## config.mk

```make
export PLATFORM = sky130hd
export DESIGN_NAME = uart_tx_arb
export DESIGN_NICKNAME = d
export VERILOG_FILES = /design/src/rtl/uart_tx_arb.sv
export SDC_FILE = /design/constraint.sdc
export NUM_CORES = 1
export LEC_CHECK = 0
export BUFFER_PORTS_ARGS = -buffer_cell sky130_fd_sc_hd__buf_2
export CAP_MARGIN = 10
export CORE_AREA = 4 4 57 59
export CTS_CLUSTER_DIAMETER = 30
export DETAILED_ROUTE_END_ITERATION = 12
export DIE_AREA = 0 0 61 63
export PLACE_DENSITY = 0.86
export SYNTH_ARGS = -nofsm -noshare
export SYNTH_HDL_FRONTEND = slang
export SYNTH_SLANG_ARGS = --single-unit
```

## constraint.sdc

```tcl
create_clock -name i_clk -period 2.4 [get_ports i_clk]
set_clock_uncertainty 0.15 [all_clocks]
set_input_delay 0.12 -clock i_clk [delete_from_list [all_inputs] [get_ports i_clk]]
set_output_delay 0.12 -clock i_clk [all_outputs]
set_load 0.01 [all_outputs]
```

## src/rtl/uart_tx_arb.sv

```systemverilog
// Packet-level round-robin arbiter feeding one UART TX FIFO, with a stall watchdog.
// Optional macro UART_TX_ARB_TAG_EN: prefix every packet with a header beat carrying the owner index.
module uart_tx_arb #(
    parameter int p_req_cnt     = 4,
    parameter int p_bit_cnt     = 8,
    parameter int p_timeout_cnt = 1000
) (
    input  logic                             i_clk,
    input  logic                             i_rst,
    input  logic [p_req_cnt-1:0]             i_req_valid,
    input  logic [p_req_cnt*p_bit_cnt-1:0]   i_req_data,
    input  logic [p_req_cnt-1:0]             i_req_last,
    output logic [p_req_cnt-1:0]             o_req_ready,
    output logic [p_bit_cnt-1:0]             o_fifo_wr_data,
    output logic                             o_fifo_wr_en,
    input  logic                             i_fifo_full,
    output logic [$clog2(p_req_cnt)-1:0]     o_grant,
    output logic                             o_busy,
    output logic                             o_timeout
);

    localparam int GW = $clog2(p_req_cnt);
    localparam int WW = $clog2(p_timeout_cnt);

    typedef enum logic [1:0] {
        s_idle = 2'd0,
`ifdef UART_TX_ARB_TAG_EN
        s_tag  = 2'd1,
`endif
        s_pass = 2'd2
    } state_t;

    state_t          state_q, state_d;
    logic [GW-1:0]   grant_q, grant_d;
    logic [GW-1:0]   last_q, last_d;
    logic [WW-1:0]   wd_q, wd_d;

    logic                 pickFound;
    logic [GW-1:0]        pickIdx;
    logic [GW-1:0]        candidate;
    logic [p_bit_cnt-1:0] dataSel;
    logic                 validG;
    logic                 lastG;
    logic                 xfer;
    logic                 wdInc;
    logic                 wdExpire;
`ifdef UART_TX_ARB_TAG_EN
    logic [p_bit_cnt-1:0] header;
`endif

    always_ff @(posedge i_clk) begin
        if (i_rst) begin
            state_q <= s_idle;
            grant_q <= '0;
            last_q  <= GW'(p_req_cnt - 1);
            wd_q    <= '0;
        end else begin
            state_q <= state_d;
            grant_q <= grant_d;
            last_q  <= last_d;
            wd_q    <= wd_d;
        end
    end

    // Round-robin search starting just after the previous owner.
    always_comb begin
        pickFound = 1'b0;
        pickIdx   = '0;
        candidate = '0;
        for (int i = 1; i <= p_req_cnt; i++) begin
            candidate = GW'((int'(last_q) + i) % p_req_cnt);
            if (!pickFound && i_req_valid[candidate]) begin
                pickFound = 1'b1;
                pickIdx   = candidate;
            end
        end
    end

    always_comb begin
        dataSel = '0;
        for (int k = 0; k < p_req_cnt; k++) begin
            if (grant_q == GW'(k)) begin
                dataSel = i_req_data[k*p_bit_cnt +: p_bit_cnt];
            end
        end
    end

    assign validG   = i_req_valid[grant_q];
    assign lastG    = i_req_last[grant_q];
    assign xfer     = (state_q == s_pass) && validG && !i_fifo_full;
    // Only stalls caused by the owner count; a full FIFO is not its fault.
    assign wdInc    = (state_q == s_pass) && !validG && !i_fifo_full;
    assign wdExpire = wdInc && (wd_q == WW'(p_timeout_cnt - 1));

`ifdef UART_TX_ARB_TAG_EN
    always_comb begin
        header                = '0;
        header[GW-1:0]        = grant_q;
        header[p_bit_cnt-1]   = 1'b1;
    end
`endif

    always_comb begin
        state_d = state_q;
        grant_d = grant_q;
        last_d  = last_q;
        wd_d    = wd_q;
        case (state_q)
            s_idle: begin
                if (pickFound) begin
                    grant_d = pickIdx;
                    wd_d    = '0;
`ifdef UART_TX_ARB_TAG_EN
                    state_d = s_tag;
`else
                    state_d = s_pass;
`endif
                end
            end
`ifdef UART_TX_ARB_TAG_EN
            s_tag: begin
                if (!i_fifo_full) begin
                    state_d = s_pass;
                    wd_d    = '0;
                end
            end
`endif
            s_pass: begin
                if (xfer) begin
                    wd_d = '0;
                    if (lastG) begin
                        last_d  = grant_q;
                        state_d = s_idle;
                    end
                end else if (wdExpire) begin
                    wd_d    = '0;
                    last_d  = grant_q;
                    state_d = s_idle;
                end else if (wdInc) begin
                    wd_d = wd_q + WW'(1);
                end
            end
            default: state_d = s_idle;
        endcase
    end

    // Outputs are forced quiet while reset is asserted, whatever the state register holds.
    always_comb begin
        o_req_ready    = '0;
        o_fifo_wr_en   = 1'b0;
        o_fifo_wr_data = '0;
        o_timeout      = 1'b0;
        if (!i_rst) begin
            if (state_q == s_pass) begin
                for (int k = 0; k < p_req_cnt; k++) begin
                    if (grant_q == GW'(k)) begin
                        o_req_ready[k] = !i_fifo_full;
                    end
                end
            end
            if (xfer) begin
                o_fifo_wr_en   = 1'b1;
                o_fifo_wr_data = dataSel;
            end
`ifdef UART_TX_ARB_TAG_EN
            if ((state_q == s_tag) && !i_fifo_full) begin
                o_fifo_wr_en   = 1'b1;
                o_fifo_wr_data = header;
            end
`endif
            o_timeout = wdExpire;
        end
    end

    assign o_grant = grant_q;
    assign o_busy  = (state_q != s_idle) && !i_rst;

endmodule

```

## Word-level counts from Yosys, hierarchy flattened

Cells that the tools add are included.

| storage, ports and cells | value |
|---|---|
| RAM bits | 0 |
| memories | 0 |
| bits in latches | 0 |
| flip-flop bits (word level) | 16 |
| bits in read-only memories | 0 |
| logic and storage cells | 96 |

| cells by class | value |
|---|---|
| magnitude comparators | 5 |
| equality and inequality tests | 10 |
| $mul | 0 |
| shift operators | 0 |
| reduce and logical (&&, ||, !) cells | 24 |
| multiplexer cells | 48 |
| bitwise operators | 0 |
| divide/modulo/power cells | 0 |
| add/sub/neg operators | 5 |

Operator list:

| cell | number |
|---|---|
| 8-bit two-way mux | 6 |
| 10-bit two-way mux | 4 |
| 2-bit two-way mux | 11 |
| 10-bit one-hot mux with 2 select lines | 1 |
| 1-bit two-way mux | 17 |
| 2-bit by 3-bit less-than comparator with 1-bit output, second input constant | 5 |
| 1-bit binary-select mux with 2-bit select | 6 |
| 10-bit by 1-bit adder with 10-bit output, second input constant | 1 |
| 10-bit equality test, second input constant | 1 |
| 1-bit logical AND | 9 |
| 3-bit AND reduction | 3 |
| 4-bit two-way mux | 2 |
| 2-bit equality test, second input constant | 3 |
| 1-bit zero test | 6 |
| 3-bit inequality test, second input constant | 2 |
| 2-bit nonzero test | 3 |
| 2-bit by 1-bit adder with 2-bit output, second input constant | 2 |
| 2-bit adder, second input constant | 2 |
| 2-bit zero test | 2 |
| 2-bit inequality test, second input constant | 2 |
| 4-bit inequality test, second input constant | 1 |
| 2-bit one-hot mux with 2 select lines | 1 |
| 2-bit by 1-bit equality test with 1-bit output, second input constant | 1 |
| 2-bit AND reduction | 1 |

## Logic depth before layout (Yosys ltp)

| logic depth | value |
|---|---|
| depth in word-level cells | 15 |
| depth in mapped cells | 6 |

## Least setup slack after synthesis

No wires, ideal clock.

| timing | value |
|---|---|
| kind | reg2reg |
| start point | register grant_q[0], in the netlist o_grant[0] |
| end point | register last_q[1] |
| library setup time | 0.133 ns |
| cell stages (with the launch flop) | 6 |
| setup slack | 0.494 ns |
| clock period less this slack | 1.906 ns |
| data arrival time | 1.623 ns |
| cell sequence | dfxtp_1 buf_6 mux4_2 nor4b_2 o21ba_2 o221ai_1 |

| on the way | value |
|---|---|
| cells in the longest elaborated chain, start to end | 8 |
| elaborated cells between the ends (all ways) | 14 |
| classes of those cells | eq/ne (1); mux (5); reduce/logical (8) |

Ends and longest elaborated chain:

| what | line | source |
|---|---|---|
| start: declaration | 34 | `logic [GW-1:0] grant_q, grant_d;` |
| start signal: assignment | 59 | `grant_q <= grant_d;` |
| 1-bit binary-select mux with 2-bit select | 88 | `assign validG = i_req_valid[grant_q];` |
| 1-bit two-way mux (not written as such) | 88 |  |
| 1-bit zero test | 92 | `assign wdInc = (state_q == s_pass) && !validG && !i_fifo_full;` |
| 1-bit logical AND (2 in series) | 92 |  |
| 1-bit logical AND | 93 | `assign wdExpire = wdInc && (wd_q == WW'(p_timeout_cnt - 1));` |
| 2-bit nonzero test (no source line) | - |  |
| 3-bit AND reduction (no source line) | - |  |
| end signal: assignment | 55 | `last_q <= GW'(p_req_cnt - 1);` |
| end signal: assignment | 60 | `last_q <= last_d;` |
| end: declaration | 35 | `logic [GW-1:0] last_q, last_d;` |

Several ways; a longest one is shown, not always the timed one. The select of a mux whose other input is x is not followed.
A chain may end at the register's enable or synchronous reset.

## Final worst setup path

| timing | value |
|---|---|
| start point | register grant_q[0], in the netlist o_grant[0] |
| end point | output port o_timeout |

| on the way | value |
|---|---|
| cells in the longest elaborated chain, start to end | 7 |

Ends and longest elaborated chain:

| what | line | source |
|---|---|---|
| 1-bit binary-select mux with 2-bit select | 88 |  |
| 1-bit two-way mux (not written as such) | 88 |  |
| 1-bit zero test | 92 |  |
| 1-bit logical AND (2 in series) | 92 |  |
| 1-bit logical AND | 93 |  |
| 1-bit two-way mux | 153 | `if (!i_rst) begin` |
| end: declaration | 19 | `output logic o_timeout` |

No other way between the ends. The select of a mux whose other input is x is not followed.

==> impl_metrics.json <==
{
  "status": "finished, final reports clean",
  "finalCritPeriodShare": 0.927,
  "clock-sinks": 15,
  "postRouteAntennaNets": 0,
  "register_area_um2": 300,
  "hold_end": "o_grant[1]",
  "p_sw_uw": 203,
  "cts_made_buffers": 3,
  "power_density_mw_per_mm2": 419,
  "grt-ovfl-total": 0,
  "wl_mm": 3.19,
  "ff2ff_setup_slack_ns": 0.41,
  "reg2reg_from": "o_grant[0]",
  "p_int_uw": 452,
  "switching_share": 0.310,
  "fin_nets": 236,
  "path_max_fanout": 7,
  "timing.slew.headroom": 0.707,
  "p_seq_frac": 0.428,
  "tritoncts": "yes",
  "core_area_mm2": 0.00271,
  "power.static_leakage_nw": 0.730,
  "min_from": "i_req_valid[1]",
  "synth_ff_type": "dfxtp_1",
  "cts-resized-gates": 0,
  "die_w_um": 61,
  "cp-end-kind": "output pin",
  "htree_levels": 1,
  "rows": 19,
  "crit_type": "reg2out",
  "ys_warn_count": 0,
  "drc_errors": 0,
  "ff2ff_path_depth": 4,
  "synthesis.nets": 173,
  "place_hpwl_mm": 2.52,
  "gp_congestion": 0.833,
  "grt_pass1_wl_mm": 5.00,
  "syn_inst": 129,
  "drv_slew": 0,
  "cts_buffer_depth": 2,
  "cts_root_buf": "clkbuf_4",
  "fin_crit_ns": 2.22,
  "layout_common_cells": "buf_2, dfxtp_1, nor2_1, nand2_1, and3_1",
  "hp-class": "in2reg",
  "clkTransAtPathRegs_ns": 0.09,
  "vias_per_cell": 5.69,
  "ios": 60,
  "drt_iter0_markers": 33,
  "clkPwrFrac": 0.222,
  "vias": 1263,
  "rsz0062_at_grt": "false",
  "wl_per_cell_um": 14.4,
  "fmax_ghz": 0.450,
  "grt_pass1_vias": 1179,
  "tns_ns": 0,
  "clk-insertion-delay-late_ns": 0.28,
  "synth_edf_count": 0,
  "avgSynthCellArea_um2": 9.18,
  "startpoint_type": "flip-flop",
  "worst_slew_pin_slew_ns": 0.438,
  "portBuffers": 59,
  "antenna_found_initial": 0,
  "synthArstFlopShare": 0,
  "combPwrFrac": 0.349,
  "fin_hold_ws_ns": 0.0873,
  "regToRegEndpoint": "last_q[0]",
  "die_h_um": 63,
  "grtUsageTotal": 0.163,
  "first_pass_iters": 5,
  "grt_max_degree": 17,
  "netlist_area_mm2": 0.00118,
  "ir_drop_mv": 0.392,
  "multi_input_area_um2": 822,
  "die-area_mm2": 0.00384,
  "yosysSeqAreaShare": 0.254,
  "crit_required_ns": 2.13,
  "arrival_ns": 1.95,
  "final_layout_size_suffix_gt1_frac": 0.408,
  "yosysUniqueCellTypes": 41,
  "antenna_cells": 0,
  "syn2layout_area_growth_pct": 31.8,
  "final_common_cell": "buf_2",
  "drv_cap": 0,
  "setup-violations-final": 0,
  "hold_viol": 0,
  "worst_hold_path.num_cells": 4,
  "start_util": 0.437,
  "nFillCells": 249,
  "ys_ff_latch": 15
}
[through the flow]
step                      setup WS, ns   util  power [mW]  cells  area (um^2)
after CTS                        0.107  0.570       0.653    220         1550
after global routing            0.0421  0.576       0.699    222         1560
final                            0.176  0.576       0.654    222         1560
after global placement           0.474  0.557       0.503    215         1510
after detailed placement         0.373  0.557       0.508    215         1510
after floorplan                  0.494      -       0.434    129         1180
[Yosys cell counts (all sizes together), types with 2 or more instances]
library cell	number	area (um^2)
buf	2	16.3
nand2	10	37.5
nand3	3	15.0
o2111ai	2	17.5
nor2	11	41.3
nor4b	2	23.8
and2	3	18.8
inv	6	22.5
and3	10	62.6
clkbuf	6	22.5
mux2i	3	30.0
a21oi	7	35.0
nand2b	5	31.3
dfxtp	15	300
or3	4	25.0
or4	2	18.8
mux4	10	248
o21ai	6	30.0
o211ai	3	32.5
xor2	3	26.3
[what timing repair did]
action,in CTS,in global routing
setup buffers,0,2
endpoints found under the setup margin,0,1
hold endpoints to repair,2,0
hold buffers,1,0
[critical path: stages, from the launching register on]
cell     delay [ns]
dfxtp_1        0.43
mux4_2         0.62
nor4b_2        0.33
and2_1         0.17
buf_2          0.12
[worst max-delay path by stage]
stage	slack [ns]	start	cells after the start	end
final	0.18	o_grant[0]	4	o_timeout
after detailed placement	0.37	o_grant[0]	4	last_q[0]
after floorplan	0.49	o_grant[0]	5	last_q[1]
after global placement	0.47	o_grant[0]	4	last_q[1]
after CTS	0.11	o_grant[0]	4	o_timeout
after global routing	0.04	o_grant[0]	4	o_timeout
[sequential cells by signal (all words and copies together) (netlist names)]
signal / cells
state_q: 1
last_q: 2
wd_q: 10
o_grant: 2
[area by class of cell]
type / instances / area share
flip-flops and latches: 15 / 0.192
repair buffers: 66 / 0.225
multi-input cells: 100 / 0.527
well taps: 31 / 0.0249
clock buffers: 4 / 0.0168
inverters: 6 / 0.0144
[routing by layer]
layer | vias up | part of all wire | GRT usage
met3 | 2 | 0.14 | 0.0537
met4 | 0 | 0.0047 | 0.0352
met2 | 59 | 0.48 | 0.294
met1 | 583 | 0.38 | 0.177
met5 | - | 0 | 0
li1 | 619 | - | -
[power groups by stage]
stage | Sequential, mW | Combinational (mW) | Clock, mW
finish | 0.280 | 0.229 | 0.145
global route | 0.283 | 0.255 | 0.161
CTS | 0.280 | 0.224 | 0.149
global placement | 0.285 | 0.219 | 0
floorplan | 0.276 | 0.158 | 0
detailed placement | 0.286 | 0.222 | 0
[cell families (layout without fill, tap and decap cells)]
| logic type | Yosys count | count (layout) | share of synthesized area |
|---|---|---|---|
| AO/OA/AOI/OAI | 26 | 26 | 0.151 |
| XOR/XNOR | 4 | 4 | 0.0296 |
| adder cells (fa/ha/maj) | 1 | 1 | 0.0106 |
| buffers and inverters | 14 | 76 | 0.0518 |
| flip-flops | 15 | 15 | 0.254 |
| multiplexers | 13 | 13 | 0.235 |
| AND/OR/NAND/NOR | 56 | 56 | 0.269 |
Power figures use the tool's default switching activity.
